===== config.mk =====
export PLATFORM = sky130hd
export DESIGN_NAME = wb_writer_flat
export DESIGN_NICKNAME = d
export VERILOG_FILES = /design/src/rtl/wb_writer_pkg.sv /design/src/rtl/wb_writer_if.sv /design/src/rtl/wb_writer_rr_arb2.sv /design/src/rtl/wb_writer.sv /design/src/flat_wrapper.sv
export SDC_FILE = /design/constraint.sdc
export NUM_CORES = 1
export LEC_CHECK = 0
export BUFFER_PORTS_ARGS = -buffer_cell sky130_fd_sc_hd__buf_2
export CORE_MARGIN = 2
export CORE_UTILIZATION = 45
export CTS_BUF_LIST = sky130_fd_sc_hd__clkbuf_2 sky130_fd_sc_hd__clkbuf_4 sky130_fd_sc_hd__clkbuf_8
export CTS_CLUSTER_DIAMETER = 200
export DETAILED_ROUTE_END_ITERATION = 8
export HOLD_SLACK_MARGIN = 0.12
export PLACE_DENSITY = 0.86
export SYNTH_ARGS = -nofsm -noshare
export SYNTH_HDL_FRONTEND = slang
export SYNTH_SLANG_ARGS = --single-unit

===== constraint.sdc =====
create_clock -name clk -period 2.7 [get_ports clk]
set_input_delay 0.135 -clock clk [delete_from_list [all_inputs] [get_ports clk]]
set_output_delay 0.135 -clock clk [all_outputs]
set_load 0.03 [all_outputs]

===== src/rtl/wb_writer_pkg.sv =====
// Shared constants for the writeback path: datapath width, register count,
// register address width and the encoding of the arbiter's last-grant bit.
package riscv_pkg;
  localparam int   XLEN       = 32;
  localparam int   NREG       = 32;
  localparam int   REG_ADDR_W = 5;

  // Encoding of last_grant: which producer won the most recent transfer.
  localparam logic GNT_ALU = 1'b0;
  localparam logic GNT_MEM = 1'b1;
endpackage


===== src/rtl/wb_writer_if.sv =====
// Bus bundle for wb_writer: the two producer valid/ready ports, the decode
// issue port, the busy scoreboard and the register-file write port.
// slave  : view used by wb_writer.
// master : view used by the producers / decode / register file side (bench).
interface wb_writer_if
  import riscv_pkg::*;
#(
  parameter int XLEN = riscv_pkg::XLEN,
  parameter int NREG = riscv_pkg::NREG
);
  localparam int AW = $clog2(NREG);

  logic            alu_valid;
  logic            alu_ready;
  logic [AW-1:0]   alu_rd;
  logic [XLEN-1:0] alu_data;
  logic            mem_valid;
  logic            mem_ready;
  logic [AW-1:0]   mem_rd;
  logic [XLEN-1:0] mem_data;
  logic            issue_valid;
  logic [AW-1:0]   issue_rd;
  logic [NREG-1:0] busy;
  logic [AW-1:0]   wr_addr;
  logic [XLEN-1:0] wrdata;
  logic            wr_en;
  logic [31:0]     wb_count;

  modport slave (
    input  alu_valid, alu_rd, alu_data,
    input  mem_valid, mem_rd, mem_data,
    input  issue_valid, issue_rd,
    output alu_ready, mem_ready, busy, wr_addr, wrdata, wr_en, wb_count
  );

  modport master (
    output alu_valid, alu_rd, alu_data,
    output mem_valid, mem_rd, mem_data,
    output issue_valid, issue_rd,
    input  alu_ready, mem_ready, busy, wr_addr, wrdata, wr_en, wb_count
  );
endinterface


===== src/rtl/wb_writer_rr_arb2.sv =====
// rr_arb2: two-requester round-robin arbiter (ALU vs MEM).
// Ports:
//   clk, nrst          : clock, async active-low reset
//   i_req_alu/i_req_mem: request (producer valid)
//   o_gnt_alu/o_gnt_mem: combinational one-hot-or-zero grant
// A grant is a transfer (the grant is the producer's ready), so the
// last-grant bit advances on every grant.
module rr_arb2
  import riscv_pkg::*;
(
  input  logic clk,
  input  logic nrst,
  input  logic i_req_alu,
  input  logic i_req_mem,
  output logic o_gnt_alu,
  output logic o_gnt_mem
);
  logic r_last_grant;

  // On contention the port that did not win last time gets it.
  assign o_gnt_alu = i_req_alu & (~i_req_mem | (r_last_grant == GNT_MEM));
  assign o_gnt_mem = i_req_mem & (~i_req_alu | (r_last_grant == GNT_ALU));

  always_ff @(posedge clk or negedge nrst) begin
    if (!nrst)          r_last_grant <= GNT_ALU;
    else if (o_gnt_alu) r_last_grant <= GNT_ALU;
    else if (o_gnt_mem) r_last_grant <= GNT_MEM;
  end
endmodule


===== src/rtl/wb_writer.sv =====
// wb_writer: writeback driver for the register file's single write port.
// Ports:
//   clk, nrst : clock, async active-low reset
//   bus       : wb_writer_if.slave -- ALU/MEM valid/ready result ports,
//               decode issue port, busy scoreboard, register-file write
//               port (wr_addr/wrdata/wr_en) and committed-write counter.
// Results are arbitrated round-robin, registered into the write port, and
// the busy bit of the destination drops on the edge the file captures it.
module wb_writer
  import riscv_pkg::*;
#(
  parameter int XLEN = riscv_pkg::XLEN,
  parameter int NREG = riscv_pkg::NREG
)(
  input  logic        clk,
  input  logic        nrst,
  wb_writer_if.slave  bus
);
  localparam int AW = $clog2(NREG);

  logic            w_gnt_alu, w_gnt_mem, w_xfer;
  logic [AW-1:0]   w_rd;
  logic [XLEN-1:0] w_data;
  logic [NREG-1:0] w_busy_nxt;

  logic            r_wr_en;
  logic [AW-1:0]   r_wr_addr;
  logic [XLEN-1:0] r_wrdata;
  logic [NREG-1:0] r_busy;
  logic [31:0]     r_wb_count;

  rr_arb2 u_arb (
    .clk       (clk),
    .nrst      (nrst),
    .i_req_alu (bus.alu_valid),
    .i_req_mem (bus.mem_valid),
    .o_gnt_alu (w_gnt_alu),
    .o_gnt_mem (w_gnt_mem)
  );

  assign bus.alu_ready = w_gnt_alu;
  assign bus.mem_ready = w_gnt_mem;
  assign w_xfer        = w_gnt_alu | w_gnt_mem;
  assign w_rd          = w_gnt_mem ? bus.mem_rd   : bus.alu_rd;
  assign w_data        = w_gnt_mem ? bus.mem_data : bus.alu_data;

  // Clear for the write leaving now, then set for the new issue so that a
  // newer outstanding producer of the same register keeps it busy.
  always_comb begin
    w_busy_nxt = r_busy;
    if (r_wr_en) w_busy_nxt[r_wr_addr] = 1'b0;
    if (bus.issue_valid && (bus.issue_rd != '0)) w_busy_nxt[bus.issue_rd] = 1'b1;
    w_busy_nxt[0] = 1'b0;
  end

  always_ff @(posedge clk or negedge nrst) begin
    if (!nrst) begin
      r_wr_en    <= 1'b0;
      r_wr_addr  <= '0;
      r_wrdata   <= '0;
      r_busy     <= '0;
      r_wb_count <= '0;
    end else begin
      // x0 transfers are consumed here with no write pulse.
      r_wr_en <= w_xfer && (w_rd != '0);
      if (w_xfer && (w_rd != '0)) begin
        r_wr_addr <= w_rd;
        r_wrdata  <= w_data;
      end
      r_busy <= w_busy_nxt;
      if (r_wr_en) r_wb_count <= r_wb_count + 32'd1;
    end
  end

  assign bus.wr_en    = r_wr_en;
  assign bus.wr_addr  = r_wr_addr;
  assign bus.wrdata   = r_wrdata;
  assign bus.busy     = r_busy;
  assign bus.wb_count = r_wb_count;
endmodule


===== src/flat_wrapper.sv =====
// flat-port wrapper written by rule: the top's interface ports become plain ports
module wb_writer_flat import riscv_pkg::*;
#(
  parameter int XLEN = riscv_pkg::XLEN,
  parameter int NREG = riscv_pkg::NREG
)
  (clk, nrst, bus_alu_valid, bus_alu_rd, bus_alu_data, bus_mem_valid, bus_mem_rd, bus_mem_data, bus_issue_valid, bus_issue_rd, bus_alu_ready, bus_mem_ready, bus_busy, bus_wr_addr, bus_wrdata, bus_wr_en, bus_wb_count);
  wb_writer_if #(.XLEN(XLEN), .NREG(NREG)) bus_i ();
  input  logic clk;
  input  logic nrst;
  input wire logic [$bits(bus_i.alu_valid)-1:0] bus_alu_valid;
  input wire logic [$bits(bus_i.alu_rd)-1:0] bus_alu_rd;
  input wire logic [$bits(bus_i.alu_data)-1:0] bus_alu_data;
  input wire logic [$bits(bus_i.mem_valid)-1:0] bus_mem_valid;
  input wire logic [$bits(bus_i.mem_rd)-1:0] bus_mem_rd;
  input wire logic [$bits(bus_i.mem_data)-1:0] bus_mem_data;
  input wire logic [$bits(bus_i.issue_valid)-1:0] bus_issue_valid;
  input wire logic [$bits(bus_i.issue_rd)-1:0] bus_issue_rd;
  output wire logic [$bits(bus_i.alu_ready)-1:0] bus_alu_ready;
  output wire logic [$bits(bus_i.mem_ready)-1:0] bus_mem_ready;
  output wire logic [$bits(bus_i.busy)-1:0] bus_busy;
  output wire logic [$bits(bus_i.wr_addr)-1:0] bus_wr_addr;
  output wire logic [$bits(bus_i.wrdata)-1:0] bus_wrdata;
  output wire logic [$bits(bus_i.wr_en)-1:0] bus_wr_en;
  output wire logic [$bits(bus_i.wb_count)-1:0] bus_wb_count;
  assign bus_i.alu_valid = bus_alu_valid;
  assign bus_i.alu_rd = bus_alu_rd;
  assign bus_i.alu_data = bus_alu_data;
  assign bus_i.mem_valid = bus_mem_valid;
  assign bus_i.mem_rd = bus_mem_rd;
  assign bus_i.mem_data = bus_mem_data;
  assign bus_i.issue_valid = bus_issue_valid;
  assign bus_i.issue_rd = bus_issue_rd;
  assign bus_alu_ready = bus_i.alu_ready;
  assign bus_mem_ready = bus_i.mem_ready;
  assign bus_busy = bus_i.busy;
  assign bus_wr_addr = bus_i.wr_addr;
  assign bus_wrdata = bus_i.wrdata;
  assign bus_wr_en = bus_i.wr_en;
  assign bus_wb_count = bus_i.wb_count;
  wb_writer #(.XLEN(XLEN), .NREG(NREG)) u_core (.clk(clk), .nrst(nrst), .bus(bus_i));
endmodule

==> metrics.md, run 1 <==
| Metric | Value |
|---|---|
| Status | `finished clean` |
| Hold Fails Final Rpt | `0` |
| Setup repair bufs after CTS | `0` |
| CTS HTree Levels | `3` |
| FF+latch count, synth | `roughly 100` |
| Pleak | `~0.0028 uW` |
| DR WL/cell | `16.2 um` |
| Syn avg cell area | `11.8 um2` |
| Row count | `37` |
| Worst-path clk slew | `110 ps` |
| CP arrival | `between 2000 and 3000 ps` |
| Setup Skew | `between 10 and 15 ps` |
| I/O pin count | `around 190` |
| Crit path from | `bus_alu_valid` |
| Total Nets Final | `around 690` |
| Share of post-route cells with drive strength above 1 | `around 46%` |
| Setup slack, reg-to-reg | `420 ps` |
| Root Buffer | `clkbuf_8` |
| Vias in the first global route | `approximately 4,000` |
| Yosys warns | `0` |
| Dpl hpwl | `a little under 9000 um` |
| Worst Tran Pin Value | `about 790 ps` |
| Die ar. | `between 0.01 and 0.015 mm2` |
| Hold-fix buffers, CTS | `15` |
| Worst setup endpoint | `u_core.bus.wrdata[26]` |
| Post-synth EDFFs | `0` |
| Total GRT Usage | `21.8%` |
| CTS resizes | `0` |
| RD Place Congestion | `0.808` |
| Most common cell after layout, fill and taps aside | `buf_2` |
| Yosys cell types | `32` |
| Max-cap violations | `0` |
| Most frequent cells in the layout | `185 x buf_2, 102 x dfrtp_1, 67 x o21ai_0, 67 x mux2_2, 25 x xnor2_1` |
| Routed via count | `~4,000` |
| Clk Latency, worst-skew pair | `about 370 ps` |
| Fin cells | `between 700 and 800` |
| # DRC | `0` |
| Largest net degree at the start of global routing | `59` |
| Synth Cell Area | `approximately 0.0047 mm2` |
| Slew headroom | `between 40% and 50%` |
| # fillers | `between 800 and 900` |
| Pre-Repair DR Iteration Count | `5` |
| Antenna viol nets, final | `0` |
| Syn Inst Count | `~390` |
| Grt met1 use | `roughly a quarter` |
| Antenna cells | `0` |
| Mapped Nets | `about 480` |
| Met2 usage | `a little under two fifths` |
| Maximum fanout along the worst path | `26` |
| P&R area growth vs syn | `31.4%` |
| Achievable Freq | `approximately 440 MHz` |
| IO Port Bufs | `~190` |
| CTS Buffer Depth | `2` |
| Number of vias per cell | `5.37` |
| Number of CTS-inserted buffers | `9` |
| CTS tree | `built` |
| PwrDens | `between 800 and 900 mW/mm2` |
| Unrepaired setup endpoints after global routing | `false` |
| Aggregate routed wire length | `12,000 um` |
| Tmin final | `approximately 2300 ps` |
| Type of the worst setup path | `in2reg` |
| Final critical-path share of the clock period | `a little under nine tenths` |
| Core box area | `between 0.01 and 0.015 mm2` |
| Crit path required time | `~3000 ps` |
| Post-Route Setup TNS | `0 ps` |
| CP Capture Type | `flop` |
| R2r worst-path depth | `5` |
| Initial antenna violation count | `0` |
| Top FF cell, synth | `dfrtp_1` |
| Fraction of registers with async set/reset | `100%` |
| DR iter-0 viols | `~160` |
| Grt met3 use | `6.25%` |
| VDD IR max | `~0.00045 V` |
| Reg2reg end | `u_core.bus.wrdata[26]` |
| First-pass GRT wire length | `around 20,000 um` |
| Die width | `between 100 and 150 um` |
| Final-report max-slew violation count | `0` |
| Type of the most critical hold path | `in2reg` |
| Die height | `between 100 and 150 um` |
| Startpoint types | `input pin` |
| Reg area | `about 0.0026 mm2` |
| Sequential area share after synthesis | `54.7%` |
| Final setup fails | `0` |
| GRT Max-Usage Layer | `met2` |
| Starting Density | `45.8%` |
| Area of the multi-input gates | `approximately 0.0020 mm2` |
| Grt ovf | `0` |
| Clock Sinks | `slightly above 100` |
| DP Cell Count | `slightly above 700` |
| Reg2reg start | `u_core.u_arb.r_last_grant` |
per-stage QoR:
stage	hold WS [ps]	total power (uW)	area, um2	setup slack, ps	util (%)
floorplan	-161	3290	4670	785	-
global placement	168	3860	5760	640	56.6
detailed placement	169	3940	5760	603	56.6
CTS	120	4980	6120	405	60.1
global route	121	5210	6130	313	60.2
finish	129	4950	6130	403	60.2
synth_stat cells, drive strengths merged (2+ instances only):
master,number,area (um2)
or3b,3,26.3
o21ai,67,335
or3,2,12.5
buf,7,58.8
nand4,14,87.6
nand3,19,95.1
nor4,8,50.1
dfrtp,102,2550
inv,6,22.5
nand2,17,63.8
and2,3,18.8
and3,5,31.3
nor2,8,30.0
nand3b,8,60.1
mux2i,5,50.1
clkbuf,6,22.5
nor3b,2,15.0
mux2,68,766
nor3,5,25.0
xnor2,25,219
xor2,6,52.6
cell families (layout without fill, tap and decap cells):
family / after synthesis / count (layout) / share of synthesized area [%]
other: 1 / 1 / 0.0803
DFF: 102 / 102 / 54.7
adders and majority gates: 1 / 1 / 0.268
AOI/OAI and AO/OA: 73 / 73 / 8.42
buffers and inverters: 19 / 230 / 2.22
muxes: 73 / 73 / 17.5
xor gates and xnor gates: 31 / 31 / 5.82
and+or+nand+nor: 94 / 94 / 11.0
critical path: stages:
cell and delay (ps):
dlygate4sd3_1 530, buf_2 150, a21boi_4 190, buf_4 350, mux2_2 370, dlygate4sd3_1 550, mux2_2 260
routing by layer:
layer,vias to the layer above,part of all wire (%)
met5,-,0
met4,0,1.8
met3,21,7.2
met2,176,51
met1,1943,40
li1,1842,-
registers in the layout, indices dropped and copies added, names as in the netlist:
| name | flops |
|---|---|
| u_core.bus.wr_addr | 5 |
| u_core.u_arb.r_last_grant | 1 |
| u_core.bus.wb_count | 32 |
| u_core.bus.wrdata | 32 |
| u_core.bus.wr_en | 1 |
| u_core.bus.busy | 31 |
worst min path at each step:
stage          slack, ps              from  cells after the start               endpoint
5_1_grt              120  bus_mem_data[12]                      3  u_core.bus.wrdata[12]
6_report             130   bus_alu_data[3]                      3   u_core.bus.wrdata[3]
4_1_cts              120  bus_mem_data[27]                      3  u_core.bus.wrdata[27]
3_3_place_gp         170              nrst                      1     u_core.bus.busy[4]
2_1_floorplan       -160              nrst                      0    u_core.bus.busy[10]
3_5_place_dp         170              nrst                      1     u_core.bus.busy[6]
cell type report:
class,count,share of cell area [%]
sequential,102,41.6
multi-input combinational,273,33.0
clock buffer,11,2.37
clock inverter,5,1.08
tap,136,2.77
inverter,6,0.367
timing repair buffer,208,18.8
where the power goes:
| group | internal [uW] | switching (uW) |
|---|---|---|
| clock network | 477 | 547 |
| logic | 583 | 1210 |
| registers | 1880 | 255 |
| total | 2940 | 2010 |
Power figures use the tool's default switching activity.
==> run 2: changes to the inputs <==
- REMOVE_ABC_BUFFERS: unset -> 1
==> run 2 against run 1 <==
Clock power shrank 8%. Largest power group unchanged. Routed wire length shrank 3.6%. Sequential power is essentially flat. Maximum frequency shrank 0.25%. Clock-buffer cell count shrank 1. Non-clock buffer count shrank 14. Utilization shrank 1.6 points. Cell count shrank 2.0%. Highest routed layer unchanged. Via count shrank 2.2%.
==> metrics.md, run 2 (synthesized netlist as in run 1, its figures left out) <==
| Metric | Value |
|---|---|
| Status | `finished clean` |
| CP arrival | `2530 ps (-20 ps)` |
| Final cell area excluding filler cells | `0.00597 mm2 (-2.7%)` |
| RD Place Congestion | `0.860 (+6.4%)` |
| I/O pin count | `188 (unchanged)` |
| Die width | `106 um (unchanged)` |
| Final setup fails | `0 (unchanged)` |
| Dpl hpwl | `8550 um (-2.6%)` |
| Clock Sinks | `102 (unchanged)` |
| Critical path cell sequence | `dlygate4sd3_1 -> buf_2 -> a21boi_4 -> mux2_2 -> a21oi_4 -> buf_4 -> mux2_2` |
| CP Capture Type | `flop` |
| Clock share of power | `19.4% (-1.3 points)` |
| Antenna cells | `0 (unchanged)` |
| P&R area growth vs syn | `27.8%` |
| Grt ovf | `0 (unchanged)` |
| Achievable Freq | `434 MHz (-0.25%)` |
| Slowest CP cell | `dlygate4sd3_1` |
| DR iter-0 viols | `130 (-16%)` |
| IO Port Bufs | `186 (unchanged)` |
| PwrDens | `814 mW/mm2 (+0.83%)` |
| Root Buffer | `clkbuf_8` |
| Cell mode on critical path | `mux2_2` |
| Total Nets Final | `671 (-2.0%)` |
| Placed Area | `0.00575 mm2 (-0.24%)` |
| Core box area | `0.0102 mm2 (unchanged)` |
| Most common cell after layout, fill and taps aside | `buf_2` |
| Tmin final | `2300 ps (+5.70 ps)` |
| Post-Route Setup TNS | `0 ps (unchanged)` |
| Combinational share of power | `36.7% (+0.5 points)` |
| Hold Crit Endpoint | `u_core.bus.wrdata[19]` |
| Overall Power | `4860 uW (-1.9%)` |
| Reg2reg start | `u_core.u_arb.r_last_grant` |
| Row count | `37 (unchanged)` |
| Number of vias per cell | `5.37 (-0.14%)` |
| Maximum fanout along the worst path | `32 (+23%)` |
| Share of post-route cells with drive strength above 1 | `47.1% (+0.67 points)` |
| R2r worst-path depth | `5 (unchanged)` |
| Starting Density | `45.8% (unchanged)` |
| Vias in the first global route | `3,910 (-3.7%)` |
| # fillers | `878 (+2.1%)` |
| CTS Buffer Depth | `2 (unchanged)` |
| Setup Skew | `17.2 ps (+3.63 ps)` |
| CTS HTree Levels | `3 (unchanged)` |
| Worst hold margin | `146 ps (+17.0 ps)` |
| Hold depth | `3 (unchanged)` |
| Hold Crit Start | `bus_mem_data[19]` |
| Largest net degree at the start of global routing | `59 (unchanged)` |
| Total GRT Usage | `20.7% (-1.1 points)` |
| Type of the most critical hold path | `in2reg` |
| Most frequent cells in the layout | `185 x buf_2, 102 x dfrtp_1, 67 x o21ai_0, 67 x mux2_2, 25 x xnor2_1` |
| CTS tree | `built` |
| Initial antenna violation count | `0 (unchanged)` |
| Slowest stage delay, CP | `560 ps (about the same)` |
| Sequential share of power | `44.0% (+0.9 points)` |
| Routed via count | `3,896 (-2.2%)` |
| Worst-path clk slew | `90 ps (-20 ps)` |
| Startpoint types | `input pin` |
| Crit path required time | `2930 ps (-20 ps)` |
| Aggregate routed wire length | `11,500 um (-3.6%)` |
| Top delay family on crit path | `buffers and inverters` |
| Reg area | `0.00255 mm2 (unchanged)` |
| Fin cells | `726 (-2.0%)` |
| Area of the multi-input gates | `0.00202 mm2 (-0.31%)` |
| Clk Latency, worst-skew pair | `350 ps (-20 ps)` |
| Setup slack, reg-to-reg | `460 ps (+40 ps)` |
| First-pass GRT wire length | `18,900 um (-3.2%)` |
| Max-cap violations | `0 (unchanged)` |
| Reg2reg end | `u_core.bus.wrdata[27]` |
| VDD IR max | `0.000475 V (+4.8%)` |
| Switch share | `40.5% (-0.063 points)` |
| Die height | `106 um (unchanged)` |
| Hold Fails Final Rpt | `0 (unchanged)` |
| DP Cell Count | `708 (-0.14%)` |
| # DRC | `0 (unchanged)` |
| Pint | `2890 uW (-1.8%)` |
| Die ar. | `0.0112 mm2 (unchanged)` |
| Final critical-path share of the clock period | `85.3% (+0.21 points)` |
| Worst Tran Pin Value | `740 ps (-47.0 ps)` |
| Pleak | `0.00278 uW (-2.3%)` |
| Final-report max-slew violation count | `0 (unchanged)` |
| Setup repair bufs after CTS | `0 (unchanged)` |
| Unrepaired setup endpoints after global routing | `false` |
| Net switching power | `1970 uW (-2.1%)` |
| WP buf/inv | `3 (-1)` |
| Slew headroom | `50.2% (+3.2 points)` |
| Number of CTS-inserted buffers | `9 (unchanged)` |
| Pre-Repair DR Iteration Count | `4 (-1)` |
| DR WL/cell | `15.9 um (-1.6%)` |
| Type of the worst setup path | `in2reg` |
| Antenna viol nets, final | `0 (unchanged)` |
## run 2: layout make-up
cell class / count / share of cell area (%)
Multi-Input combinational cell: 273 / 33.8
Sequential cell: 102 / 42.8
Inverter: 6 / 0.377
Tap cell: 136 / 2.85
Clock buffer: 10 / 2.20
Clock inverter: 5 / 0.965
Timing Repair Buffer: 194 / 17.0
## run 2: worst max path at each step
stage,startpoint,to,slack (ps),cells after the start
6_report,bus_alu_valid,u_core.bus.wrdata[27],400,7
3_5_place_dp,u_core.u_arb.r_last_grant,u_core.bus.wrdata[27],500,5
2_1_floorplan,u_core.u_arb.r_last_grant,u_core.bus.wrdata[0],-750,4
3_3_place_gp,u_core.u_arb.r_last_grant,u_core.bus.wrdata[0],590,5
4_1_cts,u_core.u_arb.r_last_grant,u_core.bus.wrdata[27],470,5
5_1_grt,bus_alu_valid,u_core.bus.wrdata[29],350,7
## run 2: worst min-delay path, cell delays in order
cell,delay (ps)
buf_2,70
mux2_2,130
mux2_2,130
## run 2: per-stage QoR
| stage | utilization (%) | setup WS [ps] |
|---|---|---|
| floorplan | - | -747 |
| global placement | 56.4 | 589 |
| detailed placement | 56.4 | 496 |
| CTS | 58.6 | 473 |
| global route | 58.6 | 354 |
| finish | 58.6 | 398 |
## run 2: what timing repair did
item,4_1_cts,5_1_grt
hold buffers,3,0
gates resized for setup,0,0
hold endpoints to repair,45,0
## run 2: power by group through the flow
stage	clock [uW]	sequential, uW	combinational, uW
finish	942	2130	1780
floorplan	0	2830	451
CTS	973	2130	1790
global route	1040	2180	1890
global placement	0	2140	1730
detailed placement	0	2160	1780
## run 2: routing by layer
layer / vias to the layer above / GRT usage, % / share of wire, %
li1: 1810 / - / -
met1: 1889 / 26.3 / 40
met2: 178 / 35.5 / 51
met3: 19 / 3.77 / 6.8
met4: 0 / 7.42 / 1.5
met5: - / 0 / 0
